[config.mk]
export PLATFORM = sky130hd
export DESIGN_NAME = booth_radix4_mult_flat
export DESIGN_NICKNAME = d
export VERILOG_FILES = /design/src/rtl/booth_radix4_mult_if.sv /design/src/rtl/booth_radix4_mult.sv /design/src/flat_wrapper.sv
export SDC_FILE = /design/constraint.sdc
export NUM_CORES = 1
export LEC_CHECK = 0
export ABC_AREA = 1
export BUFFER_PORTS_ARGS = -buffer_cell sky130_fd_sc_hd__clkbuf_2
export CAP_MARGIN = 40
export CORE_ASPECT_RATIO = 1.2
export CORE_MARGIN = 5
export CORE_UTILIZATION = 63
export CTS_CLUSTER_SIZE = 12
export DETAILED_ROUTE_END_ITERATION = 8
export PLACE_DENSITY_LB_ADDON = 0.2
export REMOVE_ABC_BUFFERS = 1
export SLEW_MARGIN = 20
export SYNTH_ARGS = -nofsm -noshare
export SYNTH_HDL_FRONTEND = slang
export SYNTH_SLANG_ARGS = --single-unit
[constraint.sdc]
create_clock -name Clock -period 7.2 [get_ports Clock]
set_clock_uncertainty 0.2 [all_clocks]
set_input_delay 0.36 -clock Clock [delete_from_list [all_inputs] [get_ports Clock]]
set_output_delay 0.36 -clock Clock [all_outputs]
set_load 0.01 [all_outputs]
[src/rtl/booth_radix4_mult_if.sv]
// Operand/result bundle for the radix-4 Booth multiplier.
// Master drives start and operands; slave returns busy, done and product.
// No flow control beyond start/busy/done: a start is taken only when idle.
interface booth_radix4_mult_if #(
  parameter int WIDTH = 16
);
  logic                 start;
  logic                 mode_signed;
  logic [WIDTH-1:0]     multiplicand;
  logic [WIDTH-1:0]     multiplier;
  logic                 busy;
  logic                 done;
  logic [2*WIDTH-1:0]   product;

  modport master (
    output start, mode_signed, multiplicand, multiplier,
    input  busy, done, product
  );

  modport slave (
    input  start, mode_signed, multiplicand, multiplier,
    output busy, done, product
  );
endinterface

[src/rtl/booth_radix4_mult.sv]
// Sequential radix-4 Booth multiplier, signed or unsigned operands.
// Latency: WIDTH/2+1 cycles from the start edge to the done pulse.
// start is sampled only in IDLE; it is ignored while busy or in DONE.
module booth_radix4_mult #(
  parameter int WIDTH = 16
) (
  input logic               Clock,
  input logic               Reset_n,
  booth_radix4_mult_if.slave bus
);
  // Operands carry two extra bits so unsigned values stay positive and the
  // last Booth group sees a proper sign; the accumulator has two more bits
  // again so that +/-2M never overflows.
  localparam int EXT  = WIDTH + 2;
  localparam int AW   = WIDTH + 4;
  localparam int ITER = WIDTH / 2 + 1;
  localparam int CW   = $clog2(ITER + 1);

  typedef enum logic [1:0] {IDLE, RUN, DONE} state_t;

  state_t            state;
  state_t            state_nxt;
  logic [EXT-1:0]    m_reg;
  logic [EXT-1:0]    q_reg;
  logic              q_m1;
  logic [AW-1:0]     acc;
  logic [CW-1:0]     cnt;
  logic              last;
  logic [EXT-1:0]    m_ext;
  logic [EXT-1:0]    q_ext;
  logic [AW-1:0]     m_wide;
  logic [AW-1:0]     addend;
  logic [AW-1:0]     sum;
  logic [AW+EXT-1:0] shifted;

  assign last = (cnt == CW'(ITER - 1));

  assign m_ext = bus.mode_signed ? {{2{bus.multiplicand[WIDTH-1]}}, bus.multiplicand}
                                 : {2'b00, bus.multiplicand};
  assign q_ext = bus.mode_signed ? {{2{bus.multiplier[WIDTH-1]}}, bus.multiplier}
                                 : {2'b00, bus.multiplier};

  assign m_wide  = {{2{m_reg[EXT-1]}}, m_reg};
  assign sum     = acc + addend;
  // Arithmetic shift of the combined {accumulator, multiplier} pair.
  assign shifted = $signed({sum, q_reg}) >>> 2;

  // State register; reset drops straight back to IDLE.
  always_ff @(posedge Clock or negedge Reset_n) begin
    if (!Reset_n) state <= IDLE;
    else          state <= state_nxt;
  end

  // Next-state logic.
  always_comb begin
    state_nxt = state;
    case (state)
      IDLE:    if (bus.start) state_nxt = RUN;
      RUN:     if (last)      state_nxt = DONE;
      DONE:    state_nxt = IDLE;
      default: state_nxt = IDLE;
    endcase
  end

  // Status outputs decoded straight from the state.
  always_comb begin
    bus.busy = (state == RUN);
    bus.done = (state == DONE);
  end

  // Booth recoding of the current 3-bit multiplier group into the addend.
  always_comb begin
    addend = '0;
    case ({q_reg[1:0], q_m1})
      3'b001, 3'b010: addend = m_wide;
      3'b011:         addend = m_wide << 1;
      3'b100:         addend = -(m_wide << 1);
      3'b101, 3'b110: addend = -m_wide;
      default:        addend = '0;
    endcase
  end

  // Operand capture, one Booth step per RUN cycle, result register.
  always_ff @(posedge Clock or negedge Reset_n) begin
    if (!Reset_n) begin
      m_reg       <= '0;
      q_reg       <= '0;
      q_m1        <= 1'b0;
      acc         <= '0;
      cnt         <= '0;
      bus.product <= '0;
    end else begin
      case (state)
        IDLE: begin
          if (bus.start) begin
            m_reg <= m_ext;
            q_reg <= q_ext;
            q_m1  <= 1'b0;
            acc   <= '0;
            cnt   <= '0;
          end
        end
        RUN: begin
          acc   <= shifted[AW+EXT-1:EXT];
          q_reg <= shifted[EXT-1:0];
          q_m1  <= q_reg[1];
          cnt   <= cnt + 1'b1;
          if (last) bus.product <= shifted[2*WIDTH-1:0];
        end
        default: ;
      endcase
    end
  end
endmodule

[src/flat_wrapper.sv]
// flat-port wrapper written by rule: the top's interface ports become plain ports
module booth_radix4_mult_flat 
#(
  parameter int WIDTH = 16
)
  (Clock, Reset_n, bus_start, bus_mode_signed, bus_multiplicand, bus_multiplier, bus_busy, bus_done, bus_product);
  booth_radix4_mult_if #(.WIDTH(WIDTH)) bus_i ();
  input logic Clock;
  input logic Reset_n;
  input wire logic [$bits(bus_i.start)-1:0] bus_start;
  input wire logic [$bits(bus_i.mode_signed)-1:0] bus_mode_signed;
  input wire logic [$bits(bus_i.multiplicand)-1:0] bus_multiplicand;
  input wire logic [$bits(bus_i.multiplier)-1:0] bus_multiplier;
  output wire logic [$bits(bus_i.busy)-1:0] bus_busy;
  output wire logic [$bits(bus_i.done)-1:0] bus_done;
  output wire logic [$bits(bus_i.product)-1:0] bus_product;
  assign bus_i.start = bus_start;
  assign bus_i.mode_signed = bus_mode_signed;
  assign bus_i.multiplicand = bus_multiplicand;
  assign bus_i.multiplier = bus_multiplier;
  assign bus_busy = bus_i.busy;
  assign bus_done = bus_i.done;
  assign bus_product = bus_i.product;
  booth_radix4_mult #(.WIDTH(WIDTH)) u_core (.Clock(Clock), .Reset_n(Reset_n), .bus(bus_i));
endmodule
==> impl_results.md <==
* Seq/Total Area, Yosys at between 40% and 50%
* Fmax at roughly 0.28 GHz
* Pre-antenna DRT Iters at 5
* Vias at roughly 5,200
* Remaining DRCs at 0
* DIE WIDTH at about 95 um
* Min-delay worst type: input port to register
* Period utilisation layout at a little over 50%
* First-pass GRT wire length at 24,400 um
* Hold Path Sink: u_core.q_reg[12]$_DFFE_PN0P_
* Cells after Synth at 731
* H-tree lvl count at 3
* Clock transition at path regs at around 0.1 ns
* Die Area at approximately 0.011 sq mm
* Reg-to-Reg End: u_core.bus.product[30]$_DFFE_PN0P_
* Gr ovfl total at 0
* Num CTS Buffers at 9
* Drt total wl at between 10,000 and 15,000 um
* Slew headroom at a little over two fifths
* Fin Setup TNS at 0 ns
* Crit path max-delay family: simple AND/OR/NAND/NOR gates
* GR met3 Demand/Resource at around 4.7%
* Most Crowded Layer GR: met2
* Max reg flops at 32
* GR Layer Usage met1 at 35.4%
* Pin count of the biggest net entering global routing at 59
* Antenna cells at 0
* Placer congestion estimate at approximately 0.94
* Outcome: finished, final reports clean
* Core area at 0.00856 sq mm
* Area after DPL at a little under 0.006 sq mm
* Setup bufs post-CTS at 0
* GRT met2 Usage at between 40% and 50%
* Post-route ant nets at 0
* Layout area overhead at 13.4%
* Max Cap Viol at 0
* CTS max path bufs at 2
* Count of final hold-check violations at 0
* Distinct cells, synth at 45
* Kind of critical path: register to register
* GRT Total Usage at 28.9%
* RSZ-0062 raised after global routing: false
* Core Rows at 37
* DPL Wire Length at roughly 11,000 um
* RR Startpoint: u_core.m_reg[1]$_DFFE_PN0P_
* Port-buffer cells at 69
* Antenna violations before repair at 0
* Cell Chain, Critical Path: inv_1 -> ha_1 -> nand2_1 -> nor2_1 -> nand3_1 -> xor2_1 -> nand2_1 -> o2111ai_1 -> ha_1 -> a21oi_1 -> o21a_1 -> nor2_1 -> nor2_1 -> nand2_1 -> or2_1 -> nand3_1 -> nand2_1
* Share of cells above drive strength 1 at between 15 and 20%
* Worst-skew pair later-pin latency at between 0.3 and 0.4 ns
* Synth warnings at 0
* Post-synth EDFFs at 0
* Async S/R FF share, synth at between 90% and 100%
* Period minus WS final at about 3.6 ns
* Fin area at roughly 0.0063 sq mm
* Worst setup EP type: register
* # IOs at 70
* Initial Util at between 60% and 70%
* Post-Syn Area at roughly 0.0055 sq mm
* Worst r2r path cells at 17
* Critical path's slowest cell: ha_1
* Reg2reg setup slack at around 3.6 ns
* Max-slew violation count at 0
* Final nets at about 860
* Crit-path max cell delay at approximately 0.42 ns
* Most frequent CP cell: nand2_1
* Critical Path RT at 7.26 ns
* Clock tree root buffer cell: clkbuf_8
* CTS Sinks at a little over 90
* Critical Path Start Type: register
* Final setup fails at 0
* Initial DRC count at roughly 300
* Synth Register Bits at 92
* Syn_area_per_cell at 7.55 sq um
* Dominant synthesized flop cell: dfrtp_1
* Crit Path Max Fanout at 7
* Vias in the first global route at 5,292
* Worst path bufs/invs at 1
* Worst Path Arrival at between 3 and 4 ns
* Hold path depth at 3
* DR WL/cell at 15.5 um
* Vias per Instance at roughly 5.6
* Chip height at between 100 and 150 um
* Hold path start: bus_multiplier[12]
* CTS tree: built
* Slew @ Worst Pin at about 0.86 ns
worst max path at each step:
| stage | from | to | slack, ns | cells past startpoint |
|---|---|---|---|---|
| CTS | u_core.m_reg[1]$_DFFE_PN0P_ | u_core.bus.product[30]$_DFFE_PN0P_ | 3.57 | 17 |
| global placement | u_core.m_reg[1]$_DFFE_PN0P_ | u_core.bus.product[30]$_DFFE_PN0P_ | 3.60 | 17 |
| detailed placement | u_core.m_reg[1]$_DFFE_PN0P_ | u_core.bus.product[30]$_DFFE_PN0P_ | 3.60 | 17 |
| global route | u_core.m_reg[1]$_DFFE_PN0P_ | u_core.acc[18]$_DFFE_PN0P_ | 3.23 | 17 |
| finish | u_core.m_reg[1]$_DFFE_PN0P_ | u_core.bus.product[30]$_DFFE_PN0P_ | 3.57 | 17 |
| floorplan | u_core.m_reg[1]$_DFFE_PN0P_ | u_core.acc[12]$_DFFE_PN0P_ | 4.29 | 17 |
through the flow:
step           worst slack (ns)  utilization, %  std cells  hold WS (ns)
6_report                   3.57            73.1        927        0.0163
5_1_grt                    3.23            73.1        927      0.000920
4_1_cts                    3.57            73.0        926      0.000799
3_5_place_dp               3.60            69.4        898         0.149
3_3_place_gp               3.60            69.4        898         0.135
2_1_floorplan              4.29               -        708        -0.136
worst min-delay path, cell delays in order:
cell,delay (ns)
clkbuf_2,0.07
nor2_1,0.03
nor2_1,0.09
Yosys cell counts (all sizes together), types with 3 or more instances:
cell	number	area, sq um
a21oi	33	173
buf	14	71.3
clkbuf	9	33.8
dfrtp	92	2300
ha	22	275
inv	68	255
nand2	227	867
nand3	59	318
nand3b	3	22.5
nand4	6	37.5
nor2	67	294
nor3	6	41.3
o2111ai	10	87.6
o211ai	3	22.5
o21ai	55	279
o22ai	18	113
or2	7	43.8
xnor2	4	35.0
xor2	11	96.3
area by class of cell:
class / instances / area (sq um)
flip-flops and latches: 92 / 2300
repair buffers: 86 / 509
inverters: 68 / 255
clock inverters: 6 / 57.6
well taps: 117 / 146
clock buffers: 10 / 128
fillers: 701 / 2300
multi-input cells: 548 / 2860
per-layer routing:
layer	up-vias	routed length, um
met3	37	682
met4	0	556
met1	2454	5990
li1	2564	-
met5	-	0
met2	166	7110
cell families after synthesis:
logic type	after synthesis	share of synthesized area, %
compound gates	133	14.4
xor+xnor	15	2.38
fa+ha+maj	23	5.35
buf+inv	91	6.53
flops	92	41.7
simple gates	377	29.7
what timing repair did:
action                    CTS  global route
hold endpoints to repair   45             0
hold buffers               12             0
resized for setup           0             0
layout by cell type (no fill, tap or decap), types with 3 or more instances in the layout:
cell	n
a21oi_1	31
buf_4	5
clkbuf_2	68
clkbuf_8	9
clkinv_4	3
dfrtp_1	92
dlygate4sd3_1	12
ha_1	22
inv_1	53
inv_2	15
nand2_1	223
nand2_2	3
nand3_1	56
nand3b_1	3
nand4_1	6
nor2_1	55
nor2_2	9
nor2_4	3
nor3_1	5
o2111ai_1	10
o211ai_1	3
o21ai_0	27
o21ai_1	27
o22ai_1	18
or2_1	7
xnor2_1	4
xor2_1	11
Power is not shown: default switching activity piles up to over one toggle a cycle in this logic, so the estimate is an artifact.
